**src/rtl/stack_pkg.sv**
```systemverilog
`default_nettype none
// +-----------------------------------------------------------------------+
// | Module   : stack_pkg                                                  |
// | Purpose  : Shared widths, FSM states and op decode for the LIFO stack |
// | Revision : 1.0 - initial release                                      |
// +-----------------------------------------------------------------------+
package stack_pkg;

    localparam int c_data_w = 16;
    localparam int c_depth  = 16;

    typedef enum logic [0:0] {
        ST_RUN   = 1'b0,
        ST_ERROR = 1'b1
    } state_t;

    // Encoding is literally {push, pop}
    typedef enum logic [1:0] {
        OP_NOP     = 2'b00,
        OP_POP     = 2'b01,
        OP_PUSH    = 2'b10,
        OP_REPLACE = 2'b11
    } op_t;

    function automatic op_t decode_op(input logic push, input logic pop);
        return op_t'({push, pop});
    endfunction

endpackage
`default_nettype wire

```
**src/rtl/stack_unit_if.sv**
```systemverilog
`default_nettype none
// +-----------------------------------------------------------------------+
// | Module   : stack_unit_if                                              |
// | Purpose  : Control-unit <-> operand stack strobes and status bundle   |
// | Revision : 1.0 - initial release                                      |
// +-----------------------------------------------------------------------+
interface stack_unit_if
    import stack_pkg::*;
#(
    parameter int DATA_W = c_data_w,
    parameter int CNT_W  = $clog2(c_depth) + 1
);
    logic              push;
    logic              pop;
    logic [DATA_W-1:0] data_in;
    logic              clear_err;
    logic [DATA_W-1:0] top;
    logic [DATA_W-1:0] nos;
    logic              nos_valid;
    logic [CNT_W-1:0]  count;
    logic              empty;
    logic              full;
    logic              overflow;
    logic              underflow;
    logic              err;

    modport master (
        output push, pop, data_in, clear_err,
        input  top, nos, nos_valid, count, empty, full, overflow, underflow, err
    );

    modport slave (
        input  push, pop, data_in, clear_err,
        output top, nos, nos_valid, count, empty, full, overflow, underflow, err
    );

endinterface
`default_nettype wire

```
**src/rtl/stack_regfile.sv**
```systemverilog
`default_nettype none
// +-----------------------------------------------------------------------+
// | Module   : stack_regfile                                              |
// | Purpose  : Stack storage, 1 write / 2 async read ports. Second read   |
// |            port exists only when STACK_PEEK2_EN is defined.           |
// | Revision : 1.0 - initial release                                      |
// +-----------------------------------------------------------------------+
module stack_regfile
    import stack_pkg::*;
#(
    parameter int DATA_W = c_data_w,
    parameter int DEPTH  = c_depth,
    parameter int ADDR_W = $clog2(DEPTH)
) (
    input  wire logic              clock,
    input  wire logic              we,
    input  wire logic [ADDR_W-1:0] waddr,
    input  wire logic [DATA_W-1:0] wdata,
    input  wire logic [ADDR_W-1:0] raddr0,
    input  wire logic [ADDR_W-1:0] raddr1,
    output logic      [DATA_W-1:0] rdata0,
    output logic      [DATA_W-1:0] rdata1
);

    // Contents are intentionally not reset; occupancy alone defines validity
    logic [DATA_W-1:0] r_mem [DEPTH];

    always_ff @(posedge clock) begin
        if (we) begin
            r_mem[waddr] <= wdata;
        end
    end

    assign rdata0 = r_mem[raddr0];

`ifdef STACK_PEEK2_EN
    assign rdata1 = r_mem[raddr1];
`else
    logic w_unused_raddr1;
    assign w_unused_raddr1 = ^raddr1;
    assign rdata1          = '0;
`endif

endmodule
`default_nettype wire

```
**src/rtl/stack_unit.sv**
```systemverilog
`default_nettype none
// +-----------------------------------------------------------------------+
// | Module   : stack_unit                                                 |
// | Purpose  : Operand LIFO with occupancy, sticky over/underflow and a   |
// |            RUN/ERROR FSM. STACK_PEEK2_EN enables the next-on-stack    |
// |            read port.                                                 |
// | Revision : 1.0 - initial release                                      |
// +-----------------------------------------------------------------------+
module stack_unit
    import stack_pkg::*;
#(
    parameter int DATA_W = c_data_w,
    parameter int DEPTH  = c_depth,
    parameter int CNT_W  = $clog2(DEPTH) + 1
) (
    input  wire logic   clock,
    input  wire logic   reset,
    stack_unit_if.slave bus
);

    localparam int               ADDR_W     = $clog2(DEPTH);
    localparam logic [CNT_W-1:0] C_FULL_CNT = CNT_W'(DEPTH);
    localparam logic [CNT_W-1:0] C_ONE      = CNT_W'(1);

    state_t             r_state;
    state_t             w_state_nxt;
    logic [CNT_W-1:0]   r_count;
    logic [CNT_W-1:0]   w_count_nxt;
    logic               r_overflow;
    logic               w_overflow_nxt;
    logic               r_underflow;
    logic               w_underflow_nxt;

    op_t                w_op;
    logic               w_empty;
    logic               w_full;
    logic               w_we;
    logic [ADDR_W-1:0]  w_waddr;
    logic [ADDR_W-1:0]  w_raddr0;
    logic [ADDR_W-1:0]  w_raddr1;
    logic [DATA_W-1:0]  w_rdata0;
    logic [DATA_W-1:0]  w_rdata1;

    assign w_op     = decode_op(bus.push, bus.pop);
    assign w_empty  = (r_count == '0);
    assign w_full   = (r_count == C_FULL_CNT);
    // Low bits only; the empty/full guards keep the wrapped values unused
    assign w_raddr0 = r_count[ADDR_W-1:0] - ADDR_W'(1);
    assign w_raddr1 = r_count[ADDR_W-1:0] - ADDR_W'(2);

    always_comb begin
        w_state_nxt     = r_state;
        w_count_nxt     = r_count;
        w_overflow_nxt  = r_overflow;
        w_underflow_nxt = r_underflow;
        w_we            = 1'b0;
        w_waddr         = r_count[ADDR_W-1:0];

        unique case (r_state)
            ST_RUN: begin
                if (bus.clear_err) begin
                    w_overflow_nxt  = 1'b0;
                    w_underflow_nxt = 1'b0;
                end
                // Fault assignments come last so they win over clear_err
                unique case (w_op)
                    OP_PUSH: begin
                        if (w_full) begin
                            w_overflow_nxt = 1'b1;
                            w_state_nxt    = ST_ERROR;
                        end else begin
                            w_we        = 1'b1;
                            w_count_nxt = r_count + C_ONE;
                        end
                    end
                    OP_POP: begin
                        if (w_empty) begin
                            w_underflow_nxt = 1'b1;
                            w_state_nxt     = ST_ERROR;
                        end else begin
                            w_count_nxt = r_count - C_ONE;
                        end
                    end
                    OP_REPLACE: begin
                        w_we = 1'b1;
                        if (w_empty) begin
                            w_count_nxt     = C_ONE;
                            w_underflow_nxt = 1'b1;
                            w_state_nxt     = ST_ERROR;
                        end else begin
                            w_waddr = w_raddr0;
                        end
                    end
                    default: ;
                endcase
            end
            ST_ERROR: begin
                if (bus.clear_err) begin
                    w_state_nxt     = ST_RUN;
                    w_overflow_nxt  = 1'b0;
                    w_underflow_nxt = 1'b0;
                end
            end
            default: w_state_nxt = ST_RUN;
        endcase
    end

    always_ff @(posedge clock) begin
        if (reset) begin
            r_state     <= ST_RUN;
            r_count     <= '0;
            r_overflow  <= 1'b0;
            r_underflow <= 1'b0;
        end else begin
            r_state     <= w_state_nxt;
            r_count     <= w_count_nxt;
            r_overflow  <= w_overflow_nxt;
            r_underflow <= w_underflow_nxt;
        end
    end

    stack_regfile #(
        .DATA_W (DATA_W),
        .DEPTH  (DEPTH),
        .ADDR_W (ADDR_W)
    ) u_regfile (
        .clock  (clock),
        .we     (w_we & ~reset),
        .waddr  (w_waddr),
        .wdata  (bus.data_in),
        .raddr0 (w_raddr0),
        .raddr1 (w_raddr1),
        .rdata0 (w_rdata0),
        .rdata1 (w_rdata1)
    );

    assign bus.top       = w_empty ? '0 : w_rdata0;
    assign bus.count     = r_count;
    assign bus.empty     = w_empty;
    assign bus.full      = w_full;
    assign bus.overflow  = r_overflow;
    assign bus.underflow = r_underflow;
    assign bus.err       = (r_state == ST_ERROR);

`ifdef STACK_PEEK2_EN
    logic w_nos_valid;
    assign w_nos_valid   = (r_count >= CNT_W'(2));
    assign bus.nos_valid = w_nos_valid;
    assign bus.nos       = w_nos_valid ? w_rdata1 : '0;
`else
    logic w_unused_rdata1;
    assign w_unused_rdata1 = ^w_rdata1;
    assign bus.nos_valid   = 1'b0;
    assign bus.nos         = '0;
`endif

endmodule
`default_nettype wire

```
**src/flat_wrapper.sv**
```systemverilog
// flat-port wrapper written by rule: the top's interface ports become plain ports
module stack_unit_flat import stack_pkg::*;
#(
    parameter int DATA_W = c_data_w,
    parameter int DEPTH  = c_depth,
    parameter int CNT_W  = $clog2(DEPTH) + 1
)
  (clock, reset, bus_push, bus_pop, bus_data_in, bus_clear_err, bus_top, bus_nos, bus_nos_valid, bus_count, bus_empty, bus_full, bus_overflow, bus_underflow, bus_err);
  stack_unit_if #(.DATA_W(DATA_W), .CNT_W(CNT_W)) bus_i ();
  input  wire logic clock;
  input  wire logic reset;
  input wire logic [$bits(bus_i.push)-1:0] bus_push;
  input wire logic [$bits(bus_i.pop)-1:0] bus_pop;
  input wire logic [$bits(bus_i.data_in)-1:0] bus_data_in;
  input wire logic [$bits(bus_i.clear_err)-1:0] bus_clear_err;
  output wire logic [$bits(bus_i.top)-1:0] bus_top;
  output wire logic [$bits(bus_i.nos)-1:0] bus_nos;
  output wire logic [$bits(bus_i.nos_valid)-1:0] bus_nos_valid;
  output wire logic [$bits(bus_i.count)-1:0] bus_count;
  output wire logic [$bits(bus_i.empty)-1:0] bus_empty;
  output wire logic [$bits(bus_i.full)-1:0] bus_full;
  output wire logic [$bits(bus_i.overflow)-1:0] bus_overflow;
  output wire logic [$bits(bus_i.underflow)-1:0] bus_underflow;
  output wire logic [$bits(bus_i.err)-1:0] bus_err;
  assign bus_i.push = bus_push;
  assign bus_i.pop = bus_pop;
  assign bus_i.data_in = bus_data_in;
  assign bus_i.clear_err = bus_clear_err;
  assign bus_top = bus_i.top;
  assign bus_nos = bus_i.nos;
  assign bus_nos_valid = bus_i.nos_valid;
  assign bus_count = bus_i.count;
  assign bus_empty = bus_i.empty;
  assign bus_full = bus_i.full;
  assign bus_overflow = bus_i.overflow;
  assign bus_underflow = bus_i.underflow;
  assign bus_err = bus_i.err;
  stack_unit #(.DATA_W(DATA_W), .DEPTH(DEPTH), .CNT_W(CNT_W)) u_core (.clock(clock), .reset(reset), .bus(bus_i));
endmodule
```
**config.mk**
```make
export PLATFORM = sky130hd
export DESIGN_NAME = stack_unit_flat
export DESIGN_NICKNAME = d
export VERILOG_FILES = /design/src/rtl/stack_pkg.sv /design/src/rtl/stack_unit_if.sv /design/src/rtl/stack_regfile.sv /design/src/rtl/stack_unit.sv /design/src/flat_wrapper.sv
export SDC_FILE = /design/constraint.sdc
export NUM_CORES = 1
export LEC_CHECK = 0
export ABC_AREA = 1
export CAP_MARGIN = 20
export CORE_UTILIZATION = 57
export CTS_CLUSTER_DIAMETER = 50
export DETAILED_ROUTE_END_ITERATION = 12
export PLACE_DENSITY = 0.77
export SLEW_MARGIN = 25
export SYNTH_ARGS = -nofsm -noshare
export SYNTH_HDL_FRONTEND = slang
export SYNTH_SLANG_ARGS = --single-unit
```
**constraint.sdc**
```tcl
create_clock -name clock -period 3.3 [get_ports clock]
set_input_delay 0.66 -clock clock [delete_from_list [all_inputs] [get_ports clock]]
set_output_delay 0.66 -clock clock [all_outputs]
set_load 0.005 [all_outputs]
```
==> results of run 1 <==
state kept, by name, summed over array words and instances, names as in the netlist:
signal,flops
u_core.u_regfile.r_mem,256
u_core.bus.overflow,1
u_core.bus.err,1
u_core.bus.underflow,1
u_core.bus.count,5
logic make-up (layout without fill, tap and decap cells):
logic type | count (synthesis) | count (layout) | synth area share, %
other | 1 | 17 | 0.0342
and+or+nand+nor | 381 | 381 | 14.2
buffers and inverters | 88 | 169 | 3.89
adders and majority gates | 6 | 6 | 0.753
AOI/OAI and AO/OA | 177 | 177 | 8.96
xor gates and xnor gates | 5 | 5 | 0.605
DFF | 264 | 264 | 71.6
final timing paths:
kind	startpoint	slack [ns]	end	cells after the start
max	u_core.bus.count[1]$_SDFFE_PP0P_	0.04	bus_top[9]	10
min	u_core.bus.underflow$_SDFF_PP0_	0.47	u_core.bus.underflow$_SDFF_PP0_	2
max reg2reg	u_core.bus.count[1]$_SDFFE_PP0P_	0.78	u_core.u_regfile.r_mem[5][6]$_DFFE_PP_	11
min reg2reg	u_core.bus.underflow$_SDFF_PP0_	0.47	u_core.bus.underflow$_SDFF_PP0_	2
power by group through the flow:
stage	Sequential (mW)	Combinational (mW)	Clock [mW]
2_1_floorplan	3.95	2.10	0
3_3_place_gp	3.95	3.74	0
3_5_place_dp	3.95	3.80	0
4_1_cts	3.88	3.97	3.06
5_1_grt	3.90	4.56	3.20
6_report	3.89	4.26	3.05
metrics by stage:
step | cell area, um^2 | util [%]
2_1_floorplan | 11000 | -
3_3_place_gp | 11900 | 63.2
3_5_place_dp | 11900 | 63.2
4_1_cts | 12900 | 68.5
5_1_grt | 13000 | 69.5
6_report | 13000 | 69.5
layout make-up:
type                       instances  area share, %
sequential                       264           60.2
multi-input combinational        586           21.8
timing repair buffer              98           8.15
clock buffer                      33           5.35
tap                              234           2.25
clock inverter                    16           1.43
inverter                          22          0.768
routing by layer:
metal	share of wire (%)	vias to the layer above	wire length, um	track usage, %
li1	-	3416	-	-
met1	39	3688	10800	37.1
met2	48	492	13400	45.7
met3	9.2	94	2580	4.31
met4	4.3	0	1200	11.6
met5	0	-	0	0
Yosys cell counts:
cell / count / share of area, %
a21oi_1: 23 / 1.0
a21oi_2: 1 / 0.080
a31oi_1: 1 / 0.057
buf_2: 26 / 1.2
buf_4: 17 / 1.2
clkbuf_1: 23 / 0.79
clkinv_1: 1 / 0.034
conb_1: 1 / 0.034
dfxtp_1: 8 / 1.5
edfxtp_1: 256 / 70
fa_1: 1 / 0.18
ha_1: 5 / 0.57
inv_1: 16 / 0.55
inv_2: 5 / 0.17
nand2_1: 130 / 4.5
nand2_2: 2 / 0.11
nand3_1: 72 / 3.3
nand3_2: 1 / 0.091
nand3b_1: 1 / 0.068
nand4_1: 1 / 0.057
nor2_1: 168 / 5.8
nor2_2: 3 / 0.17
nor2_4: 1 / 0.10
nor3_1: 1 / 0.046
o211ai_1: 35 / 2.4
o21ai_0: 104 / 4.7
o21ai_1: 12 / 0.55
o221ai_1: 1 / 0.080
or2_2: 1 / 0.057
xnor2_1: 1 / 0.080
xnor2_2: 1 / 0.15
xor2_1: 1 / 0.080
xor2_2: 2 / 0.30
worst reg2reg max path, stage by stage (launching register included):
cell	delay [ns]
dfxtp_2	0.34
inv_1	0.08
buf_4	0.17
ha_4	0.17
xnor2_4	0.14
buf_12	0.14
inv_6	0.21
nand2_1	0.11
a21oi_1	0.18
nand2_1	0.18
nor2_2	0.12
buf_4	0.33
timing repair:
action	4_1_cts	5_1_grt
resized for setup	25	16
buffers inserted	2	6
cloned	2	4
endpoints found under the setup margin	16	5
pin swaps	6	9
==> summary.txt, run 1 <==
Run status
  – Status: completed

Power and ir drop
  – Max VDD drop: 660 uV
  – Static Leak: 4.62 nW
  – Switch share: 34.3%
  – Power after layout: 11.2 mW
  – Pwr dens: 859 mW/mm^2
  – Register share of total power: 34.7%
  – Clock share of power: 27.3%
  – Comb power frac: 38.0%
  – Int Pwr: 7.36 mW
  – P_sw: 3.84 mW

Placed design
  – Gp weighted congestion: 0.859
  – Placed insts: 1191
  – Port Buffers: 46
  – Pre-CTS WS: 0.164 ns
  – HPWL after DPL: 15500 um

Floorplan
  – # rows: 50
  – Die X: 141 um
  – Initial Util: 58.4%
  – Core area: 0.0188 mm^2
  – Overall die height: 141 um
  – Die area: 0.0198 mm^2
  – Top-Level Pins: 64

Route
  – DR pass1 iterations: 5
  – DRC viols: 0
  – Vias: 7690
  – WL final: 27900 um
  – Post-DR wirelength/cell: 22.3 um
  – Detail Route Antenna Nets: 0
  – Vias per cell: 6.14
  – DRT iter0 DRCs: 778

Global route
  – First-pass GRT wire length: 41000 um
  – All-layer global routing usage: 27.7%
  – Gr ovfl total: 0
  – Largest net degree at the start of global routing: 133
  – Vias in the first global route: 7357
  – Initial antenna violation count: 0

Cells and area
  – Area occupied by multi-input gates: 0.00285 mm^2
  – Antenna Cells: 0
  – Commonest non-fill, non-tap cell in the layout: edfxtp_1
  – Sequential Area: 0.00785 mm^2
  – Area growth syn-to-layout: 18.9%
  – Layout cells sized above 1: 13.2%
  – Most frequent cells in the layout: edfxtp_1 (256), nor2_1 (150), nand2_1 (130)
  – Final nets: 1026
  – # fillers: 1263
  – Finished Layout Cells: 1253

STA
  – Period utilisation layout: 98.8%
  – Final Hold Fails: 0
  – Final Critical Period: 3.26 ns
  – Clock Skew: 0.00924 ns
  – Pins over their slew limit: 0
  – Fmax: 0.307 GHz
  – Setup-failing EPs final: 0
  – Relative slew slack: 53.3%
  – Least-Margin Pin Slew: 0.698 ns
  – Min Hold Slack: 0.466 ns
  – PnR worst setup slack: 0.0387 ns
  – RSZ-0062 raised after global routing: yes
  – Setup TNS: 0 ns

Synth
  – Post-synthesis sequential area ratio: 71.6%
  – Mapped cell area: 0.0110 mm^2
  – Synth Warn #: 0
  – Syn Inst Count: 922
  – FF+latch count, synth: 264
  – Mean Syn Cell Area: 11.9 um^2
  – Synth unique cells: 33

Run
  – Number of max-cap violations: 0

Clock network
  – CTS Hold Bufs: 0
  – Clock buffer depth: 3
  – Worst skew pair latency: 0.54 ns
  – Total CTS buffers: 27
  – Clk slew on worst S/H paths: 0.06 ns
  – CTS tree: built
  – H-tree depth: 1
  – Clock Tree Root: clkbuf_16
  – Clock Sinks: 264

Setup path
  – Crit. End Element: primary output
  – Crit-path cells: inv_1 > ha_4 > buf_12 > clkbuf_16 > nor2_1 > o21ai_0 > o211ai_1 > nand3_1 > nand2_1 > clkdlybuf4s50_1
  – CP Data Arrival Time: 2.60 ns
  – Worst Path Class, Setup: register to primary output
  – Critical Path RT: 2.64 ns
  – CP peak stage delay: 0.49 ns
  – Startpoint types: register
  – CP Max Fanout: 16
  – Crit-path slowest cell: clkdlybuf4s50_1
  – Critical path buffers and inverters: 4
  – Delay-heaviest family, CP: buffers and inverters

Worst hold path
  – Worst hold path class: register to register
Note: power is estimated with default switching activity, not from simulation.
==> inputs of run 2 (changes only) <==
- CELL_PAD_IN_SITES_DETAIL_PLACEMENT: default -> 2
- CELL_PAD_IN_SITES_GLOBAL_PLACEMENT: default -> 2
- CORE_UTILIZATION: 57 -> 41
- PLACE_DENSITY: 0.77 -> default
- PLACE_DENSITY_LB_ADDON: default -> 0.1
==> run 2 against run 1 <==
Worst setup slack improved by 0.0053 ns; cell area increased by 4.4%; fmax increased by 0.16%; sequential power about the same; sequential share of layout area decreased by 2.5 points; global-route usage increased by 1.5 points; utilization decreased by 17 points; worst hold slack improved by 0.020 ns; largest power group unchanged; sequential cell count unchanged; the run now ends with design-rule violations left; clock power increased by 26%; critical path type unchanged; first-iteration DRC count decreased by 19%; total power increased by 13%.
==> summary.txt, run 2 (synthesized netlist as in run 1, its figures left out) <==
Floorplan
  – Die X: 166 um
  – Core area: 0.0261 mm^2
  – Top-Level Pins: 64
  – # rows: 59
  – Die area: 0.0274 mm^2
  – Overall die height: 166 um
  – Initial Util: 42.0%

Placed design
  – Placed insts: 1297
  – Gp weighted congestion: 0.762
  – HPWL after DPL: 20900 um
  – Port Buffers: 46
  – Dpl cell area: 0.0120 mm^2

Cells and area
  – Final nets: 1044
  – Most frequent cells in the layout: edfxtp_1 (256), nor2_1 (148), nand2_1 (129)
  – Antenna Cells: 0
  – Area occupied by multi-input gates: 0.00285 mm^2
  – Most flop-heavy register: u_core.u_regfile.r_mem
  – Max reg flops: 256
  – # fillers: 2529
  – Finished Layout Cells: 1377
  – Sequential Area: 0.00786 mm^2
  – Final instance area: 0.0136 mm^2
  – Commonest non-fill, non-tap cell in the layout: edfxtp_1
  – Layout cells sized above 1: 15.9%
  – Area growth syn-to-layout: 24.2%

Clock network
  – Clock Tree Root: clkbuf_16
  – CTS tree: built
  – CTS Hold Bufs: 0
  – H-tree depth: 2
  – Worst skew pair latency: 0.52 ns
  – Clock buffer depth: 3
  – Clk slew on worst S/H paths: 0.05 ns
  – Total CTS buffers: 34
  – Clock Sinks: 264

Setup path
  – Crit. End Element: primary output
  – Cells on worst reg2reg path: 9
  – Startpoint types: register
  – R2R Setup Slk: 0.49 ns
  – CP Max Fanout: 11
  – R2R Path End: u_core.u_regfile.r_mem[5][10]$_DFFE_PP_
  – Critical Path RT: 2.64 ns
  – Worst Path Class, Setup: register to primary output
  – CP Data Arrival Time: 2.60 ns
  – RR Startpoint: u_core.bus.count[0]$_SDFFE_PP0P_

STA
  – Final Critical Period: 3.26 ns
  – Period utilisation layout: 98.7%
  – Relative slew slack: 40.0%
  – Clock Skew: 0.0235 ns
  – Final Hold Fails: 0
  – Setup-failing EPs final: 0
  – Pins over their slew limit: 0
  – Least-Margin Pin Slew: 0.897 ns
  – Fmax: 0.307 GHz
  – Setup TNS: 0 ns
  – RSZ-0062 raised after global routing: yes

Run
  – Number of max-cap violations: 0

Route
  – Post-DR wirelength/cell: 29.4 um
  – Detail Route Antenna Nets: 0
  – DRT iter0 DRCs: 634
  – Vias per cell: 5.89
  – Vias: 8112
  – DRC viols: 12
  – DR pass1 iterations: 9
  – WL final: 40400 um

Global route
  – All-layer global routing usage: 29.3%
  – Gr ovfl total: 0
  – Vias in the first global route: 8774
  – Largest net degree at the start of global routing: 133
  – First-pass GRT wire length: 56800 um
  – Initial antenna violation count: 0

Power and ir drop
  – Pwr dens: 932 mW/mm^2
  – Static Leak: 4.86 nW
  – Max VDD drop: 498 uV
  – Power after layout: 12.7 mW

Worst hold path
  – Worst Hold End: u_core.bus.underflow$_SDFF_PP0_
  – Worst hold path class: register to register
  – Hold path startpoint: u_core.bus.underflow$_SDFF_PP0_
  – Hold depth: 2

Run status
  – Status: complete, but fails checks
  – Failing checks: design-rule violations
## run 2: cell type report
class | instances | share of cell area (%)
repair buffers | 109 | 9.18
well taps | 335 | 3.08
multi-input cells | 586 | 20.9
flip-flops and latches | 264 | 57.7
inverters | 22 | 0.790
clock buffers | 39 | 6.54
clock inverters | 22 | 1.79
## run 2: metrics by stage
stage	util [%]	hold slack (ns)	worst slack [ns]
3_3_place_gp	46.1	0.455	0.190
2_1_floorplan	-	0.454	0.491
5_1_grt	52.1	0.506	-0.0781
3_5_place_dp	46.1	0.478	0.0957
6_report	52.1	0.486	0.0440
4_1_cts	51.6	0.486	-0.155
## run 2: power breakdown
| group | internal (mW) | switching [mW] | leakage (nW) |
|---|---|---|---|
| combinational | 1.88 | 3.06 | 1.94 |
| clock | 2.34 | 1.49 | 0.547 |
| sequential | 3.83 | 0.0833 | 2.37 |
| total | 8.05 | 4.64 | 4.86 |
## run 2: worst max-delay path: stages, from the launching register on
cell	delay, ns
dfxtp_4	0.41
clkinv_8	0.11
ha_4	0.33
buf_12	0.15
buf_4	0.13
buf_12	0.14
o21ai_0	0.09
o21ai_1	0.19
o21ai_1	0.09
o21ai_1	0.17
dlygate4sd2_1	0.26
## run 2: timing repair
| action | CTS | global route |
|---|---|---|
| pin swaps | 4 | 13 |
| gates resized for setup | 39 | 34 |
| cloned | 5 | 3 |
| setup endpoints to repair | 16 | 10 |
| buffers inserted | 7 | 4 |
## run 2: layer usage
metal	vias up	global-route usage, %	wire [um]
met5	-	0	0
met4	0	11.6	1270
met3	77	3.67	1900
met2	266	50.9	20600
met1	4313	37.0	16600
li1	3456	-	-
## run 2: worst max-delay path by stage
stage                                          start                                     end  slack, ns  cells after the start
CTS                 u_core.bus.count[1]$_SDFFE_PP0P_                              bus_top[1]      -0.16                     10
global placement    u_core.bus.count[1]$_SDFFE_PP0P_                              bus_top[1]       0.19                     10
detailed placement  u_core.bus.count[1]$_SDFFE_PP0P_                              bus_top[1]        0.1                     10
finish              u_core.bus.count[0]$_SDFFE_PP0P_                             bus_top[11]       0.04                     10
global route        u_core.bus.count[0]$_SDFFE_PP0P_                             bus_top[11]      -0.08                     10
floorplan           u_core.bus.count[0]$_SDFFE_PP0P_  u_core.u_regfile.r_mem[0][0]$_DFFE_PP_       0.49                     11
==> inputs of run 3 (changes only) <==
- ABC_AREA: 1 -> default
- CORE_UTILIZATION: 41 -> 46
- SLEW_MARGIN: 25 -> 15
==> run 3 against run 2 <==
The flow finishes with violations (negative setup slack); first-iteration DRC count is 7.7% lower; worst hold slack worse by 0.0082 ns; sequential cell count stayed put; global-route usage is 0.73 points lower; register-to-register slack worse by 0.31 ns; synthesized cell count is 43% lower; critical endpoint is now bus_top[6].
==> summary.txt, run 3 <==
Run status
  – Status: complete, but fails checks
  – Failing checks: negative setup slack

Setup path
  – RR Startpoint: u_core.bus.count[0]$_SDFFE_PP0P_
  – Crit. End Element: primary output
  – CP peak stage delay: 0.53 ns
  – Setup crit start: u_core.bus.count[0]$_SDFFE_PP0P_
  – R2R Setup Slk: 0.18 ns
  – Critical path endpoint: bus_top[6]
  – Crit-path cells: buf_4 > nor3_2 > buf_4 > xnor2_4 > buf_12 > buf_12 > mux2i_1 > o22ai_2 > clkdlybuf4s50_1
  – Cells on worst reg2reg path: 8
  – Crit-path slowest cell: clkdlybuf4s50_1
  – CP Max Fanout: 7
  – R2R Path End: u_core.u_regfile.r_mem[14][7]$_DFFE_PP_
  – Critical Path RT: 2.64 ns
  – Startpoint types: register
  – Worst Path Class, Setup: register to primary output
  – CP Data Arrival Time: 2.67 ns

Worst hold path
  – Worst hold path class: register to register
  – Hold path startpoint: u_core.bus.underflow$_SDFF_PP0_

Synth
  – Post-synthesis sequential area ratio: 73.9%
  – Synth area leaders: edfxtp_1 (72%), mux4_2 (14%), mux2i_1 (3.0%)
  – Synth area leader: edfxtp_1
  – Syn Inst Count: 522
  – Share of the synthesized area in the top cell type: 72.4%
  – Post-synth top flop: edfxtp_1
  – FF+latch count, synth: 264
  – Top cells by count, synth: edfxtp_1 (256), mux4_2 (64), mux2i_1 (32), nor2_1 (23), buf_4 (18)
  – Mapped cell area: 0.0106 mm^2
  – Async set-reset flop share out of synthesis: 0%
  – EDFF count, synth: 256
  – Synth unique cells: 44
  – Most numerous cell in the Yosys netlist: edfxtp_1
  – Synth Warn #: 0
  – Mean Syn Cell Area: 20.3 um^2

Clock network
  – H-tree depth: 1
  – Clock Tree Root: clkbuf_16
  – Total CTS buffers: 31
  – Clock buffer depth: 3
  – CTS tree: built
  – Clk slew on worst S/H paths: 0.06 ns
  – Clock Sinks: 264
  – CTS Hold Bufs: 0
  – Worst skew pair latency: 0.56 ns

Cells and area
  – Final nets: 700
  – Most frequent cells in the layout: edfxtp_1 (256), mux4_2 (64), buf_4 (61)
  – Area growth syn-to-layout: 28.7%
  – Final instance area: 0.0137 mm^2
  – Layout cells sized above 1: 38.0%
  – Most flop-heavy register: u_core.u_regfile.r_mem
  – Commonest non-fill, non-tap cell in the layout: edfxtp_1
  – Max reg flops: 256
  – Antenna Cells: 0
  – Finished Layout Cells: 980

Floorplan
  – Initial Util: 46.9%
  – Core area: 0.0226 mm^2
  – # rows: 55
  – Die area: 0.0237 mm^2
  – Die X: 154 um
  – Top-Level Pins: 64
  – Overall die height: 154 um

Global route
  – Initial antenna violation count: 0
  – Largest net degree at the start of global routing: 40
  – All-layer global routing usage: 28.5%
  – Vias in the first global route: 6463
  – First-pass GRT wire length: 46700 um
  – Gr ovfl total: 0

Route
  – Detail Route Antenna Nets: 0
  – DRC viols: 0
  – Vias per cell: 6.16
  – Vias: 6039
  – WL final: 34100 um
  – DRT iter0 DRCs: 585
  – Post-DR wirelength/cell: 34.8 um
  – DR pass1 iterations: 4

STA
  – Clock Skew: 0.0240 ns
  – Pins over their slew limit: 0
  – Min Hold Slack: 0.478 ns
  – Fmax: 0.301 GHz
  – RSZ-0062 raised after global routing: yes
  – Final Hold Fails: 0
  – Relative slew slack: 40.7%
  – Setup-failing EPs final: 6
  – PnR worst setup slack: -0.0274 ns
  – Period utilisation layout: 101%
  – Least-Margin Pin Slew: 0.881 ns
  – Final Critical Period: 3.33 ns

Placed design
  – Placed insts: 881
  – Dpl cell area: 0.0119 mm^2
  – HPWL after DPL: 17800 um
  – Gp weighted congestion: 0.738
  – Port Buffers: 46

Run
  – Number of max-cap violations: 0

Power and ir drop
  – Static Leak: 4.62 nW
  – Pwr dens: 762 mW/mm^2
  – Power after layout: 10.4 mW
  – Max VDD drop: 429 uV
==> run 3: changes by cell type after synthesis, sizes merged, moves of 32 or more <==
cell / delta
nor2: -149
nand2: -125
o21ai: -113
nand3: -73
mux4: +64
o211ai: -33
mux2i: +32
==> run 3: cells by family after synthesis <==
logic type | synth area share (%)
buffers and inverters | 2.46
and+or+nand+nor | 2.78
other | 0.0353
AOI/OAI and AO/OA | 2.92
muxes | 16.7
adders and majority gates | 0.778
xor gates and xnor gates | 0.413
DFF | 73.9
==> run 3: area by class of cell <==
cell class	instances	area (um^2)
Clock inverter	17	189
Tap cell	285	357
Clock buffer	38	802
Multi-Input combinational cell	228	2860
Inverter	6	22.5
Timing Repair Buffer	142	1590
Sequential cell	264	7860
Fill cell	1813	8970
==> run 3: per-stage QoR <==
stage               setup TNS (ns)  util (%)  setup slack [ns]
finish                     -0.0910      60.4           -0.0274
detailed placement               0      52.6          0.000868
floorplan                    -3.27         -           -0.0334
global placement                 0      52.6            0.0754
CTS                         -0.565      59.0            -0.118
global route                -0.424      60.4            -0.123
==> run 3: repair_timing <==
item                       in CTS  in global routing
setup endpoints to repair      17                 13
pin swaps                       4                  7
gates cloned                    5                  1
setup buffers                  16                 22
gates resized for setup        60                 27
==> run 3: how the worst min path moves through the flow <==
stage	to	slack, ns	depth (start not counted)
after floorplan	u_core.bus.overflow$_SDFF_PP0_	0.46	2
after global placement	u_core.bus.overflow$_SDFF_PP0_	0.46	2
after detailed placement	u_core.bus.underflow$_SDFF_PP0_	0.48	2
after CTS	u_core.bus.underflow$_SDFF_PP0_	0.49	2
after global routing	u_core.bus.underflow$_SDFF_PP0_	0.51	2
final	u_core.bus.underflow$_SDFF_PP0_	0.48	2
==> run 3: critical path, delay by kind of cell, from the launching register on <==
family	cells	cell delay [ns]
buf+inv	5	1.16
xor+xnor	1	0.09
compound gates	1	0.16
mux	1	0.12
simple gates	1	0.22
flops	1	0.36
==> run 3: where the power goes <==
group | leakage, nW | internal, mW | switching, mW
Sequential | 2.37 | 3.77 | 0.0501
Combinational | 1.76 | 1.65 | 1.52
Clock | 0.481 | 1.98 | 1.46
Total | 4.62 | 7.39 | 3.03
==> run 3: metal layers <==
layer / global-route usage (%) / share of wire, % / vias up / routed length, um
met5: 0 / 0 / - / 0
met4: 10.1 / 2.8 / 0 / 957
li1: - / - / 2441 / -
met3: 5.44 / 4.6 / 72 / 1580
met2: 50.6 / 52 / 220 / 17900
met1: 35.0 / 40 / 3306 / 13700
==> edit, RTL diff (config.mk and constraints of run 1) <==
The option `STACK_PEEK2_EN` is turned on by a define.
--- a/src/rtl/stack_regfile.sv
+++ b/src/rtl/stack_regfile.sv
@@ -7,2 +7,4 @@
 // +-----------------------------------------------------------------------+
+`define STACK_PEEK2_EN
+
 module stack_regfile
Behaviour: not the same (a bounded check fails within 4 cycles, from zero or initial values and one cycle with reset high).
==> edit against run 1 <==
- the run now ends with negative setup slack left
- worst setup slack worse by 0.14 ns
- power up 40%
- synthesized area is 22% higher
- sequential share of layout area down 13 points
- final cell count grew 47%
- sequential cell count unchanged
- wire length grew 59%
- cell area rose by 27%
- core utilization increased by 3.3 points
- count of clock-buffer cells in the layout fell by 1
- clock skew grew 0.012 ns
- critical path depth increased by 1
- critical endpoint is now bus_top[4]
- highest routed layer unchanged
==> edit: results <==
export IMPL_syn_area_per_cell_sq_um=9.47
export IMPL_clk_latency_ns=0.59
export IMPL_vdd_drop_max_mv=0.562
export IMPL_drtIter0Drc=2215
export IMPL_skew_ns=0.0217
export IMPL_outcome="finished, violations left"
export IMPL_grt_pass1_wl_microns=60600
export IMPL_rrSetupSlack_ns=0.70
export IMPL_timing_final_ws_setup_ns=-0.101
export IMPL_min_from="u_core.bus.overflow"
export IMPL_p_leak_nw=6.32
export IMPL_ctsResizeCount=49
export IMPL_gp_congestion=0.852
export IMPL_setup_viol=1
export IMPL_wl_per_cell_microns=24.0
export IMPL_io_buffers=63
export IMPL_violations="negative setup slack"
export IMPL_vias=12100
export IMPL_fillers=1514
export IMPL_fin_hold_ws_ns=0.460
export IMPL_synth_common_cells="edfxtp_1 (256), o21ai_0 (194), nand2_1 (185)"
export IMPL_gr_usage_all_layers=0.336
export IMPL_p_switching_mw=6.51
export IMPL_cts_setup_buffers=8
export IMPL_synthTopCellsByArea="edfxtp_1 (58%), o21ai_0 (7.3%), a21oi_1 (5.5%)"
export IMPL_min_to="u_core.bus.overflow"
export IMPL_grt_pass1_vias=10800
export IMPL_grt_max_degree=202
export IMPL_dp_hpwl_microns=21500
export IMPL_slew_headroom=0.526
export IMPL_place_inst=1737
==> edit: cell count changes after synthesis, moves of 23 or more <==
cell	delta
o21ai_0	+90
nand3_1	+69
a21oi_1	+124
o211ai_1	+37
nand2_1	+55
inv_1	+104
buf_2	+23
nor2_1	-29
==> edit: worst max-delay path, cell delays in order, from the launching register on <==
cell	delay, ns
dfxtp_4	0.42
inv_8	0.08
ha_4	0.34
clkinv_8	0.11
buf_12	0.17
a21oi_1	0.10
o21ai_0	0.12
nand3_1	0.14
nand3_2	0.12
nand2_1	0.07
nor2_1	0.04
clkdlybuf4s50_1	0.45
==> edit: layer usage <==
layer	up-vias	global-route usage
met5	-	0
li1	5207	-
met2	1115	0.515
met1	5531	0.452
met4	0	0.179
met3	225	0.0716
==> edit: worst max-delay path by stage <==
stage | end | depth (start not counted) | startpoint | slack, ns
after detailed placement | u_core.u_regfile.r_mem[7][3] | 9 | bus_pop | 0.19
after CTS | bus_top[4] | 10 | u_core.bus.count[1] | -0.16
after global placement | u_core.u_regfile.r_mem[2][14] | 8 | bus_pop | 0.23
after floorplan | u_core.u_regfile.r_mem[0][0] | 10 | u_core.bus.count[0] | 0.23
final | bus_top[4] | 11 | u_core.bus.count[0] | -0.10
after global routing | bus_top[4] | 11 | u_core.bus.count[0] | -0.22
==> edit: cells by family (layout without fill, tap and decap cells) <==
logic type,after synthesis,in the layout,share of synthesized area
simple gates,473,473,0.149
compound gates,432,432,0.180
flops,264,264,0.588
buf+inv,227,347,0.0701
fa+ha+maj,9,9,0.00899
xor+xnor,5,5,0.00468
other cells,0,1,0
==> edit: metrics by stage <==
stage / setup TNS [ns] / setup WS [ns]
after floorplan: 0 / 0.230
after global placement: 0 / 0.231
after detailed placement: 0 / 0.192
after CTS: -1.52 / -0.155
after global routing: -0.518 / -0.225
final: -0.101 / -0.101
==> edit: layout make-up <==
cell class | instances | area (sq um) | area share
tap | 313 | 392 | 0.0236
clock inverter | 25 | 230 | 0.0139
multi-input combinational | 919 | 4750 | 0.287
clock buffer | 32 | 779 | 0.0470
sequential | 264 | 7860 | 0.474
timing repair buffer | 166 | 2080 | 0.125
antenna | 1 | 2.50 | 0.000151
inverter | 124 | 494 | 0.0298
==> edit: power by group through the flow <==
| stage | combinational, mW | sequential (mW) | clock (mW) |
|---|---|---|---|
| 2_1_floorplan | 3.72 | 3.96 | 0 |
| 3_3_place_gp | 6.51 | 3.96 | 0 |
| 3_5_place_dp | 6.57 | 3.97 | 0 |
| 4_1_cts | 7.11 | 3.90 | 3.38 |
| 5_1_grt | 8.80 | 3.92 | 3.53 |
| 6_report | 8.42 | 3.91 | 3.40 |
